**config.mk**
```make
export PLATFORM = sky130hd
export DESIGN_NAME = zstd_frame_sequencer_flat
export DESIGN_NICKNAME = d
export VERILOG_FILES = /design/src/rtl/zstd_pkg.sv /design/src/rtl/zstd_frame_sequencer_if.sv /design/src/rtl/zstd_byte_unpacker.sv /design/src/rtl/zstd_frame_sequencer.sv /design/src/flat_wrapper.sv
export SDC_FILE = /design/constraint.sdc
export NUM_CORES = 1
export LEC_CHECK = 0
export CAP_MARGIN = 40
export CORE_ASPECT_RATIO = 1.5
export CORE_MARGIN = 5
export CORE_UTILIZATION = 53
export DETAILED_ROUTE_END_ITERATION = 16
export MAX_ROUTING_LAYER = met4
export PLACE_DENSITY = 0.79
export SLEW_MARGIN = 10
export SYNTH_ARGS = -nofsm -noshare
export SYNTH_HDL_FRONTEND = slang
export SYNTH_SLANG_ARGS = --single-unit
```
**constraint.sdc**
```tcl
create_clock -name clk -period 6.2 [get_ports clk]
set_clock_uncertainty 0.15 [all_clocks]
set_input_delay 1.24 -clock clk [delete_from_list [all_inputs] [get_ports clk]]
set_output_delay 1.24 -clock clk [all_outputs]
set_load 0.05 [all_outputs]
```
**src/rtl/zstd_pkg.sv**
```systemverilog
// rtl/zstd_pkg.sv - shared types, constants and frame-header length helper
package zstd_pkg;

    localparam logic [15:0] ZSTD_MAGIC_LO = 16'hB528;
    localparam logic [15:0] ZSTD_MAGIC_HI = 16'hFD2F;

    typedef enum logic [1:0] {
        BLK_RAW        = 2'd0,
        BLK_RLE        = 2'd1,
        BLK_COMPRESSED = 2'd2,
        BLK_RESERVED   = 2'd3
    } blk_type_e;

    typedef enum logic [2:0] {
        ERR_NONE         = 3'd0,
        ERR_BAD_MAGIC    = 3'd1,
        ERR_HDR_TIMEOUT  = 3'd2,
        ERR_RESERVED_BLK = 3'd3,
        ERR_OVERSIZE     = 3'd4
    } err_code_e;

    typedef enum logic [3:0] {
        S_IDLE, S_MAGIC, S_HDR, S_HDR_WAIT, S_BHDR, S_PAYLOAD, S_CHK, S_DONE, S_ERR
    } seq_state_e;

    // Bytes in the frame header including the descriptor byte itself.
    function automatic logic [3:0] fhd_header_len(input logic [7:0] fhd);
        logic [3:0] did_sz;
        logic [3:0] fcs_sz;
        case (fhd[1:0])
            2'd0:    did_sz = 4'd0;
            2'd1:    did_sz = 4'd1;
            2'd2:    did_sz = 4'd2;
            default: did_sz = 4'd4;
        endcase
        case (fhd[7:6])
            2'd0:    fcs_sz = fhd[5] ? 4'd1 : 4'd0;
            2'd1:    fcs_sz = 4'd2;
            2'd2:    fcs_sz = 4'd4;
            default: fcs_sz = 4'd8;
        endcase
        return 4'd1 + {3'd0, ~fhd[5]} + did_sz + fcs_sz;
    endfunction

endpackage

```
**src/rtl/zstd_frame_sequencer_if.sv**
```systemverilog
// rtl/zstd_frame_sequencer_if.sv - stream, parser and block-decoder signals of the frame sequencer
interface zstd_frame_sequencer_if;
    logic [15:0] in_data;
    logic        in_valid;
    logic        in_ready;
    logic        hp_start;
    logic [15:0] hp_data;
    logic        hp_finished;
    logic [7:0]  out_byte;
    logic        out_valid;
    logic        out_ready;
    logic        blk_valid;
    logic        blk_ready;
    logic [1:0]  blk_type;
    logic [20:0] blk_size;
    logic        blk_last;
    logic        chk_valid;
    logic [31:0] chk_value;
    logic        frame_done;
    logic        error;
    logic [2:0]  err_code;

    modport master (
        input  in_data, in_valid, hp_finished, out_ready, blk_ready,
        output in_ready, hp_start, hp_data, out_byte, out_valid, blk_valid, blk_type,
               blk_size, blk_last, chk_valid, chk_value, frame_done, error, err_code
    );

    modport slave (
        output in_data, in_valid, hp_finished, out_ready, blk_ready,
        input  in_ready, hp_start, hp_data, out_byte, out_valid, blk_valid, blk_type,
               blk_size, blk_last, chk_valid, chk_value, frame_done, error, err_code
    );
endinterface

```
**src/rtl/zstd_byte_unpacker.sv**
```systemverilog
// rtl/zstd_byte_unpacker.sv - 16-bit to byte unpacker with a one-byte residue
module zstd_byte_unpacker (
    input  logic        clk,
    input  logic        reset,
    input  logic        flush_i,
    input  logic        load_i,
    input  logic [7:0]  load_byte_i,
    input  logic        byte_req_i,
    output logic [7:0]  byte_o,
    output logic        byte_valid_o,
    input  logic [15:0] word_i,
    input  logic        word_valid_i,
    output logic        word_ready_o
);
    logic [7:0] res_q, res_d;
    logic       res_valid_q, res_valid_d;

    // A new word is only pulled when the residue cannot satisfy the request.
    assign word_ready_o = byte_req_i && !res_valid_q;
    assign byte_valid_o = byte_req_i && (res_valid_q || word_valid_i);
    assign byte_o       = res_valid_q ? res_q : word_i[7:0];

    always_comb begin
        res_d       = res_q;
        res_valid_d = res_valid_q;
        if (flush_i) begin
            res_valid_d = 1'b0;
        end else if (load_i) begin
            res_d       = load_byte_i;
            res_valid_d = 1'b1;
        end else if (byte_valid_o) begin
            if (res_valid_q) begin
                res_valid_d = 1'b0;
            end else begin
                res_d       = word_i[15:8];
                res_valid_d = 1'b1;
            end
        end
    end

    always_ff @(posedge clk) begin
        if (reset) begin
            res_q       <= '0;
            res_valid_q <= 1'b0;
        end else begin
            res_q       <= res_d;
            res_valid_q <= res_valid_d;
        end
    end
endmodule

```
**src/rtl/zstd_frame_sequencer.sv**
```systemverilog
// rtl/zstd_frame_sequencer.sv - Zstandard frame controller: magic, header hand-off, block walk, checksum
module zstd_frame_sequencer
    import zstd_pkg::*;
#(
    parameter int MAX_BLOCK_SIZE = 131072,
    parameter int HDR_TIMEOUT    = 64
) (
    input  logic                    clk,
    input  logic                    reset,
    zstd_frame_sequencer_if.master  bus
);
    seq_state_e  state_q, state_d;
    logic [20:0] cnt_q, cnt_d;
    logic [3:0]  hdr_len_q, hdr_len_d;
    logic        chk_flag_q, chk_flag_d;
    logic [23:0] h_q, h_d;
    logic [7:0]  out_byte_q, out_byte_d;
    logic        out_valid_q, out_valid_d;
    logic [31:0] chk_q, chk_d;
    logic        chk_valid_q, chk_valid_d;
    err_code_e   err_q, err_d;

    logic [7:0]  ub_byte;
    logic        ub_valid, ub_req, ub_word_ready, ub_flush, ub_load;
    logic        in_rdy, accept;
    logic [3:0]  hlen_now, hwords_now;
    logic [23:0] h_next;
    logic [20:0] n_bytes;
    seq_state_e  after_blk;

    zstd_byte_unpacker u_unpack (
        .clk          (clk),
        .reset        (reset),
        .flush_i      (ub_flush),
        .load_i       (ub_load),
        .load_byte_i  (bus.in_data[15:8]),
        .byte_req_i   (ub_req),
        .byte_o       (ub_byte),
        .byte_valid_o (ub_valid),
        .word_i       (bus.in_data),
        .word_valid_i (bus.in_valid),
        .word_ready_o (ub_word_ready)
    );

    assign in_rdy     = (state_q == S_IDLE) || (state_q == S_MAGIC) || (state_q == S_HDR) || ub_word_ready;
    assign accept     = bus.in_valid && in_rdy;
    assign hlen_now   = (cnt_q == 21'd0) ? fhd_header_len(bus.in_data[7:0]) : hdr_len_q;
    assign hwords_now = 4'((5'(hlen_now) + 5'd1) >> 1);
    assign h_next     = {ub_byte, h_q[23:8]};
    assign n_bytes    = (h_q[2:1] == BLK_RLE) ? 21'd1 : h_q[23:3];
    assign after_blk  = !h_q[0] ? S_BHDR : (chk_flag_q ? S_CHK : S_DONE);

    always_comb begin
        ub_req = 1'b0;
        case (state_q)
            S_BHDR:    ub_req = (cnt_q < 21'd3);
            S_PAYLOAD: ub_req = (cnt_q != 21'd0) && (!out_valid_q || bus.out_ready);
            S_CHK:     ub_req = (cnt_q < 21'd4);
            default:   ub_req = 1'b0;
        endcase
    end

    always_comb begin
        state_d     = state_q;
        cnt_d       = cnt_q;
        hdr_len_d   = hdr_len_q;
        chk_flag_d  = chk_flag_q;
        h_d         = h_q;
        out_byte_d  = out_byte_q;
        out_valid_d = out_valid_q;
        chk_d       = chk_q;
        chk_valid_d = 1'b0;
        err_d       = err_q;
        ub_flush    = 1'b0;
        ub_load     = 1'b0;
        case (state_q)
            S_IDLE, S_MAGIC: begin
                if (accept) begin
                    if (bus.in_data != ((state_q == S_IDLE) ? ZSTD_MAGIC_LO : ZSTD_MAGIC_HI)) begin
                        state_d = S_ERR;
                        err_d   = ERR_BAD_MAGIC;
                    end else begin
                        state_d = (state_q == S_IDLE) ? S_MAGIC : S_HDR;
                        cnt_d   = '0;
                    end
                end
            end
            S_HDR: begin
                if (accept) begin
                    cnt_d = cnt_q + 21'd1;
                    if (cnt_q == 21'd0) begin
                        hdr_len_d  = hlen_now;
                        chk_flag_d = bus.in_data[2];
                    end
                    // Odd header length leaves the first block-header byte in the upper half.
                    if (cnt_q[3:0] + 4'd1 == hwords_now) begin
                        ub_load = hlen_now[0];
                        state_d = S_HDR_WAIT;
                        cnt_d   = '0;
                    end
                end
            end
            S_HDR_WAIT: begin
                if (bus.hp_finished) begin
                    state_d = S_BHDR;
                    cnt_d   = '0;
                end else if (cnt_q == 21'(HDR_TIMEOUT - 1)) begin
                    state_d = S_ERR;
                    err_d   = ERR_HDR_TIMEOUT;
                end else begin
                    cnt_d = cnt_q + 21'd1;
                end
            end
            S_BHDR: begin
                if (cnt_q == 21'd3) begin
                    if (bus.blk_ready) begin
                        state_d = (n_bytes == 21'd0) ? after_blk : S_PAYLOAD;
                        cnt_d   = n_bytes;
                    end
                end else if (ub_valid) begin
                    h_d   = h_next;
                    cnt_d = cnt_q + 21'd1;
                    if (cnt_q == 21'd2) begin
                        if (h_next[2:1] == BLK_RESERVED) begin
                            state_d = S_ERR;
                            err_d   = ERR_RESERVED_BLK;
                        end else if (h_next[23:3] > 21'(MAX_BLOCK_SIZE)) begin
                            state_d = S_ERR;
                            err_d   = ERR_OVERSIZE;
                        end
                    end
                end
            end
            S_PAYLOAD: begin
                if (ub_valid) begin
                    out_byte_d  = ub_byte;
                    out_valid_d = 1'b1;
                    cnt_d       = cnt_q - 21'd1;
                end else if (bus.out_ready) begin
                    out_valid_d = 1'b0;
                end
                if (cnt_q == 21'd0 && (!out_valid_q || bus.out_ready)) begin
                    out_valid_d = 1'b0;
                    state_d     = after_blk;
                end
            end
            S_CHK: begin
                if (ub_valid) begin
                    chk_d = {ub_byte, chk_q[31:8]};
                    cnt_d = cnt_q + 21'd1;
                    if (cnt_q == 21'd3) begin
                        chk_valid_d = 1'b1;
                        state_d     = S_DONE;
                    end
                end
            end
            S_DONE: begin
                ub_flush = 1'b1;
                cnt_d    = '0;
                state_d  = S_IDLE;
            end
            default: ;
        endcase
    end

    always_ff @(posedge clk) begin
        if (reset) begin
            state_q     <= S_IDLE;
            cnt_q       <= '0;
            hdr_len_q   <= '0;
            chk_flag_q  <= 1'b0;
            h_q         <= '0;
            out_byte_q  <= '0;
            out_valid_q <= 1'b0;
            chk_q       <= '0;
            chk_valid_q <= 1'b0;
            err_q       <= ERR_NONE;
        end else begin
            state_q     <= state_d;
            cnt_q       <= cnt_d;
            hdr_len_q   <= hdr_len_d;
            chk_flag_q  <= chk_flag_d;
            h_q         <= h_d;
            out_byte_q  <= out_byte_d;
            out_valid_q <= out_valid_d;
            chk_q       <= chk_d;
            chk_valid_q <= chk_valid_d;
            err_q       <= err_d;
        end
    end

    assign bus.in_ready   = in_rdy && !reset;
    assign bus.hp_start   = (state_q == S_HDR) && accept && (cnt_q == 21'd0);
    assign bus.hp_data    = (state_q == S_HDR) ? bus.in_data : 16'h0000;
    assign bus.out_byte   = out_byte_q;
    assign bus.out_valid  = out_valid_q;
    assign bus.blk_valid  = (state_q == S_BHDR) && (cnt_q == 21'd3);
    assign bus.blk_type   = h_q[2:1];
    assign bus.blk_size   = h_q[23:3];
    assign bus.blk_last   = h_q[0];
    assign bus.chk_valid  = chk_valid_q;
    assign bus.chk_value  = chk_q;
    assign bus.frame_done = (state_q == S_DONE);
    assign bus.error      = (state_q == S_ERR);
    assign bus.err_code   = err_q;
endmodule

```
**src/flat_wrapper.sv**
```systemverilog
// flat-port wrapper written by rule: the top's interface ports become plain ports
module zstd_frame_sequencer_flat import zstd_pkg::*;
#(
    parameter int MAX_BLOCK_SIZE = 131072,
    parameter int HDR_TIMEOUT    = 64
)
  (clk, reset, bus_in_data, bus_in_valid, bus_hp_finished, bus_out_ready, bus_blk_ready, bus_in_ready, bus_hp_start, bus_hp_data, bus_out_byte, bus_out_valid, bus_blk_valid, bus_blk_type, bus_blk_size, bus_blk_last, bus_chk_valid, bus_chk_value, bus_frame_done, bus_error, bus_err_code);
  zstd_frame_sequencer_if bus_i ();
  input  logic clk;
  input  logic reset;
  input wire logic [$bits(bus_i.in_data)-1:0] bus_in_data;
  input wire logic [$bits(bus_i.in_valid)-1:0] bus_in_valid;
  input wire logic [$bits(bus_i.hp_finished)-1:0] bus_hp_finished;
  input wire logic [$bits(bus_i.out_ready)-1:0] bus_out_ready;
  input wire logic [$bits(bus_i.blk_ready)-1:0] bus_blk_ready;
  output wire logic [$bits(bus_i.in_ready)-1:0] bus_in_ready;
  output wire logic [$bits(bus_i.hp_start)-1:0] bus_hp_start;
  output wire logic [$bits(bus_i.hp_data)-1:0] bus_hp_data;
  output wire logic [$bits(bus_i.out_byte)-1:0] bus_out_byte;
  output wire logic [$bits(bus_i.out_valid)-1:0] bus_out_valid;
  output wire logic [$bits(bus_i.blk_valid)-1:0] bus_blk_valid;
  output wire logic [$bits(bus_i.blk_type)-1:0] bus_blk_type;
  output wire logic [$bits(bus_i.blk_size)-1:0] bus_blk_size;
  output wire logic [$bits(bus_i.blk_last)-1:0] bus_blk_last;
  output wire logic [$bits(bus_i.chk_valid)-1:0] bus_chk_valid;
  output wire logic [$bits(bus_i.chk_value)-1:0] bus_chk_value;
  output wire logic [$bits(bus_i.frame_done)-1:0] bus_frame_done;
  output wire logic [$bits(bus_i.error)-1:0] bus_error;
  output wire logic [$bits(bus_i.err_code)-1:0] bus_err_code;
  assign bus_i.in_data = bus_in_data;
  assign bus_i.in_valid = bus_in_valid;
  assign bus_i.hp_finished = bus_hp_finished;
  assign bus_i.out_ready = bus_out_ready;
  assign bus_i.blk_ready = bus_blk_ready;
  assign bus_in_ready = bus_i.in_ready;
  assign bus_hp_start = bus_i.hp_start;
  assign bus_hp_data = bus_i.hp_data;
  assign bus_out_byte = bus_i.out_byte;
  assign bus_out_valid = bus_i.out_valid;
  assign bus_blk_valid = bus_i.blk_valid;
  assign bus_blk_type = bus_i.blk_type;
  assign bus_blk_size = bus_i.blk_size;
  assign bus_blk_last = bus_i.blk_last;
  assign bus_chk_valid = bus_i.chk_valid;
  assign bus_chk_value = bus_i.chk_value;
  assign bus_frame_done = bus_i.frame_done;
  assign bus_error = bus_i.error;
  assign bus_err_code = bus_i.err_code;
  zstd_frame_sequencer #(.MAX_BLOCK_SIZE(MAX_BLOCK_SIZE), .HDR_TIMEOUT(HDR_TIMEOUT)) u_core (.clk(clk), .reset(reset), .bus(bus_i));
endmodule
```
==> impl_metrics.py <==
metrics = {
    "routing": {
        "drt_first_pass_iters": 5,
        "viasPerCell": 6.371,
        "wirelength_um": 22250,
        "vias": 6670,
        "drtIter0Drc": 609,
        "drc": 0,
        "drtAntennaViolNets": 0,
        "wl_per_cell_um": 21.25,
    },
    "clock_tree": {
        "cts_setup_buffers": 0,
        "clock_latency_ns": 0.37,
        "cts_tree": "yes",
        "cts_buffers": 9,
        "cts.sinks": 108,
        "cts_root_buf": "clkbuf_16",
        "holdBufCountCts": 0,
        "cts_buffer_depth": 2,
        "path_clk_slew_ns": 0.08,
        "postCtsResizedCells": 0,
        "cts.htree.levels": 3,
    },
    "power_and_ir_drop": {
        "p_int_mw": 1.125,
        "ir_worst_vdd_v": 0.0001765,
        "switching_share_pct": 34.17,
        "power.density_nw_per_um2": 220.5,
        "seqPwrFrac_pct": 42.7,
        "combPwrFrac_pct": 21.2,
        "power_leakage_nw": 2.726,
        "p_clk_share_pct": 36.1,
        "p_switching_uw": 584.0,
    },
    "worst_hold_path": {
        "hp-start": "u_core.bus.chk_value[2]",
        "hold_depth": 2,
        "hold_class": "flop to flop",
        "min_to": "u_core.bus.chk_value[2]",
    },
    "synthesis": {
        "yosysSeqAreaShare_pct": 34.59,
        "synth_warnings": 0,
        "syn_inst": 817,
        "synth_area_leaders": "dfxtp_1 35%, nand2_1 7.6%, a21oi_1 6.2%",
        "syn_nets": 848,
        "synth-async-reset-ratio_pct": 0,
        "yosys.cell_types.count": 74,
        "ys_seq_elements": 108,
        "synth_ff_type": "dfxtp_1",
        "synth_edf_count": 0,
        "netlist.top_cell.by_area": "dfxtp_1",
        "synth_top_cell_area_share_pct": 34.59,
        "avgSynthCellArea_um2": 7.651,
        "netlist_area_um2": 6251,
    },
    "sta": {
        "hold_viol": 0,
        "tightest_slew_ns": 0.7490,
        "fmax_ghz": 0.1853,
        "fin_crit_ns": 5.396,
        "rsz0062_at_grt": "false",
        "setup_viol": 0,
        "fin_setup_tns_ns": 0,
        "fin_crit_sh_pct": 87.04,
        "slew_headroom_pct": 49.93,
        "drv_slew": 0,
    },
    "global_route": {
        "grt_overflow": 0,
        "grt_usage_pct": 31.97,
        "grt_pass1_wl_um": 34810,
        "grt_pass1_vias": 6509,
        "grt_max_degree": 59,
        "antenna_found_initial": 0,
    },
    "finish": {
        "layout.nets": 923,
        "design_area_um2": 7751,
        "fill_cells": 985,
        "area_growth_pct": 24.00,
        "drive_gt1_share_pct": 6.355,
        "diodes": 0,
    },
    "worst_setup_path": {
        "cp_data_arrival_time_ns": 5.55,
        "crit_path_end_kind": "flop",
        "rrSetupSlack_ns": 1.62,
        "r2r_cells": 13,
        "worst_setup_path_start_kind": "input port",
        "critPathKind": "input port to flop",
        "cp.required_ns": 6.35,
        "reg2reg_from": "u_core.cnt_q[2]",
        "cp_max_fo": 9,
        "r2r-end": "u_core.cnt_q[19]",
    },
    "floorplan": {
        "core_area_um2": 11530,
        "start_util_pct": 54.21,
        "dieArea_um2": 14110,
        "die_h_um": 143.0,
        "ioPinCount": 112,
        "num_rows": 48,
        "dieWidth_um": 98.67,
    },
    "place": {
        "gp_congestion": 0.9682,
        "portBuffers": 111,
        "place_area_um2": 7442,
        "hpwl_um": 16280,
    },
    "outcome": {
        "status": "complete, no violations",
    },
    "flow_run": {
        "drv_cap": 0,
    },
}
stage by stage:
stage	instances	setup slack [ns]	power (mW)	hold WS, ns	utilization [%]
global route	1047	0.6091	1.769	0.3378	67.22
detailed placement	1031	0.4544	1.100	0.2953	64.54
finish	1047	0.8036	1.709	0.3091	67.22
floorplan	817	1.420	0.9846	0.3046	-
global placement	1026	0.6117	1.091	0.2926	64.02
CTS	1047	0.8345	1.702	0.3074	67.22
how the worst max path moves through the flow:
| stage | from | to | slack, ns | cells past startpoint |
|---|---|---|---|---|
| 5_1_grt | bus_in_data[1] | u_core.cnt_q[19] | 0.61 | 14 |
| 2_1_floorplan | bus_in_data[1] | u_core.cnt_q[19] | 1.42 | 13 |
| 3_3_place_gp | bus_in_data[1] | u_core.cnt_q[19] | 0.61 | 14 |
| 3_5_place_dp | bus_in_data[1] | u_core.cnt_q[19] | 0.45 | 14 |
| 6_report | bus_in_data[1] | u_core.cnt_q[19] | 0.80 | 14 |
| 4_1_cts | bus_in_data[1] | u_core.cnt_q[19] | 0.83 | 14 |
worst max-delay path: stages:
cell and delay (ns):
clkdlybuf4s50_1 0.57, nor2b_1 0.23, fa_1 0.45, ha_1 0.22, fa_1 0.38, xor2_1 0.26
xnor3_1 0.49, xor2_1 0.18, a311o_1 0.36, nand3_1 0.12, o21ai_2 0.14, and2_1 0.27
or4_1 0.55, o211ai_2 0.08
sequential cells by signal, summed over array words and instances (netlist names):
name	flops
u_core.cnt_q	21
u_core.bus.out_byte	8
u_core.bus.chk_valid	1
u_core.state_q	4
u_core.bus.chk_value	32
u_core.hdr_len_q	4
u_core.u_unpack.res_valid_q	1
u_core.bus.out_valid	1
u_core.chk_flag_q	1
u_core.bus.err_code	3
u_core.u_unpack.res_q	8
u_core.h_q	24
routing by layer:
layer / track usage, % / wire [µm]
met5: - / 0
met4: 18.85 / 1374
met3: 6.452 / 1502
met2: 52.37 / 10880
met1: 35.97 / 8488
cell usage in the layout (no fill, tap or decap), types with 6 or more instances in the layout:
cell,count
o21ai_0,25
or3_1,6
nand2_1,126
xnor2_1,11
nand2b_1,10
inv_1,18
a31oi_1,7
ha_1,6
nor4_1,12
nand3_1,26
buf_4,12
clkdlybuf4s50_1,110
mux2i_1,22
nor3_1,26
xor2_1,8
nand4_1,7
clkbuf_16,9
dfxtp_1,108
a211oi_1,34
and3_1,25
or4_1,6
a221oi_1,7
a21oi_1,78
nor2b_1,12
nor2_1,82
cells in the mapped netlist, types with 4 or more instances:
cell / n
a211o_1: 4
a211oi_1: 34
a21o_1: 4
a21oi_1: 78
a221oi_1: 7
a22oi_1: 4
a31oi_1: 7
a32oi_1: 4
and3_1: 25
and4_1: 4
buf_2: 6
clkbuf_1: 52
dfxtp_1: 108
ha_1: 6
inv_1: 18
mux2i_1: 22
nand2_1: 126
nand2b_1: 10
nand3_1: 26
nand4_1: 7
nor2_1: 83
nor2b_1: 12
nor3_1: 27
nor4_1: 12
o211ai_1: 4
o21ai_0: 25
o31ai_1: 5
or3_1: 6
or4_1: 6
xnor2_1: 11
xor2_1: 8
layout make-up:
type,instances,area (µm²),area share [%]
inverter,18,67.56,0.8717
tap,150,187.7,2.421
multi-input combinational,629,3781,48.78
clock buffer,9,225.2,2.906
timing repair buffer,126,1244,16.05
clock inverter,7,83.83,1.082
sequential,108,2162,27.89
cell families (layout without fill, tap and decap cells):
family | Yosys count | in the layout | synth area share, %
buf+inv | 80 | 160 | 5.044
flops | 108 | 108 | 34.59
xor+xnor | 21 | 21 | 3.383
fa+ha+maj | 9 | 9 | 2.162
simple gates | 360 | 360 | 27.78
mux | 25 | 25 | 4.063
compound gates | 214 | 214 | 22.98
power by group through the flow:
stage	Clock (mW)	Sequential [mW]	Combinational [mW]
after detailed placement	0	0.746	0.354
final	0.616	0.730	0.363
after global routing	0.649	0.734	0.386
after global placement	0	0.746	0.346
after floorplan	0	0.732	0.253
after CTS	0.616	0.730	0.357
(Power assumes the default switching activity.)
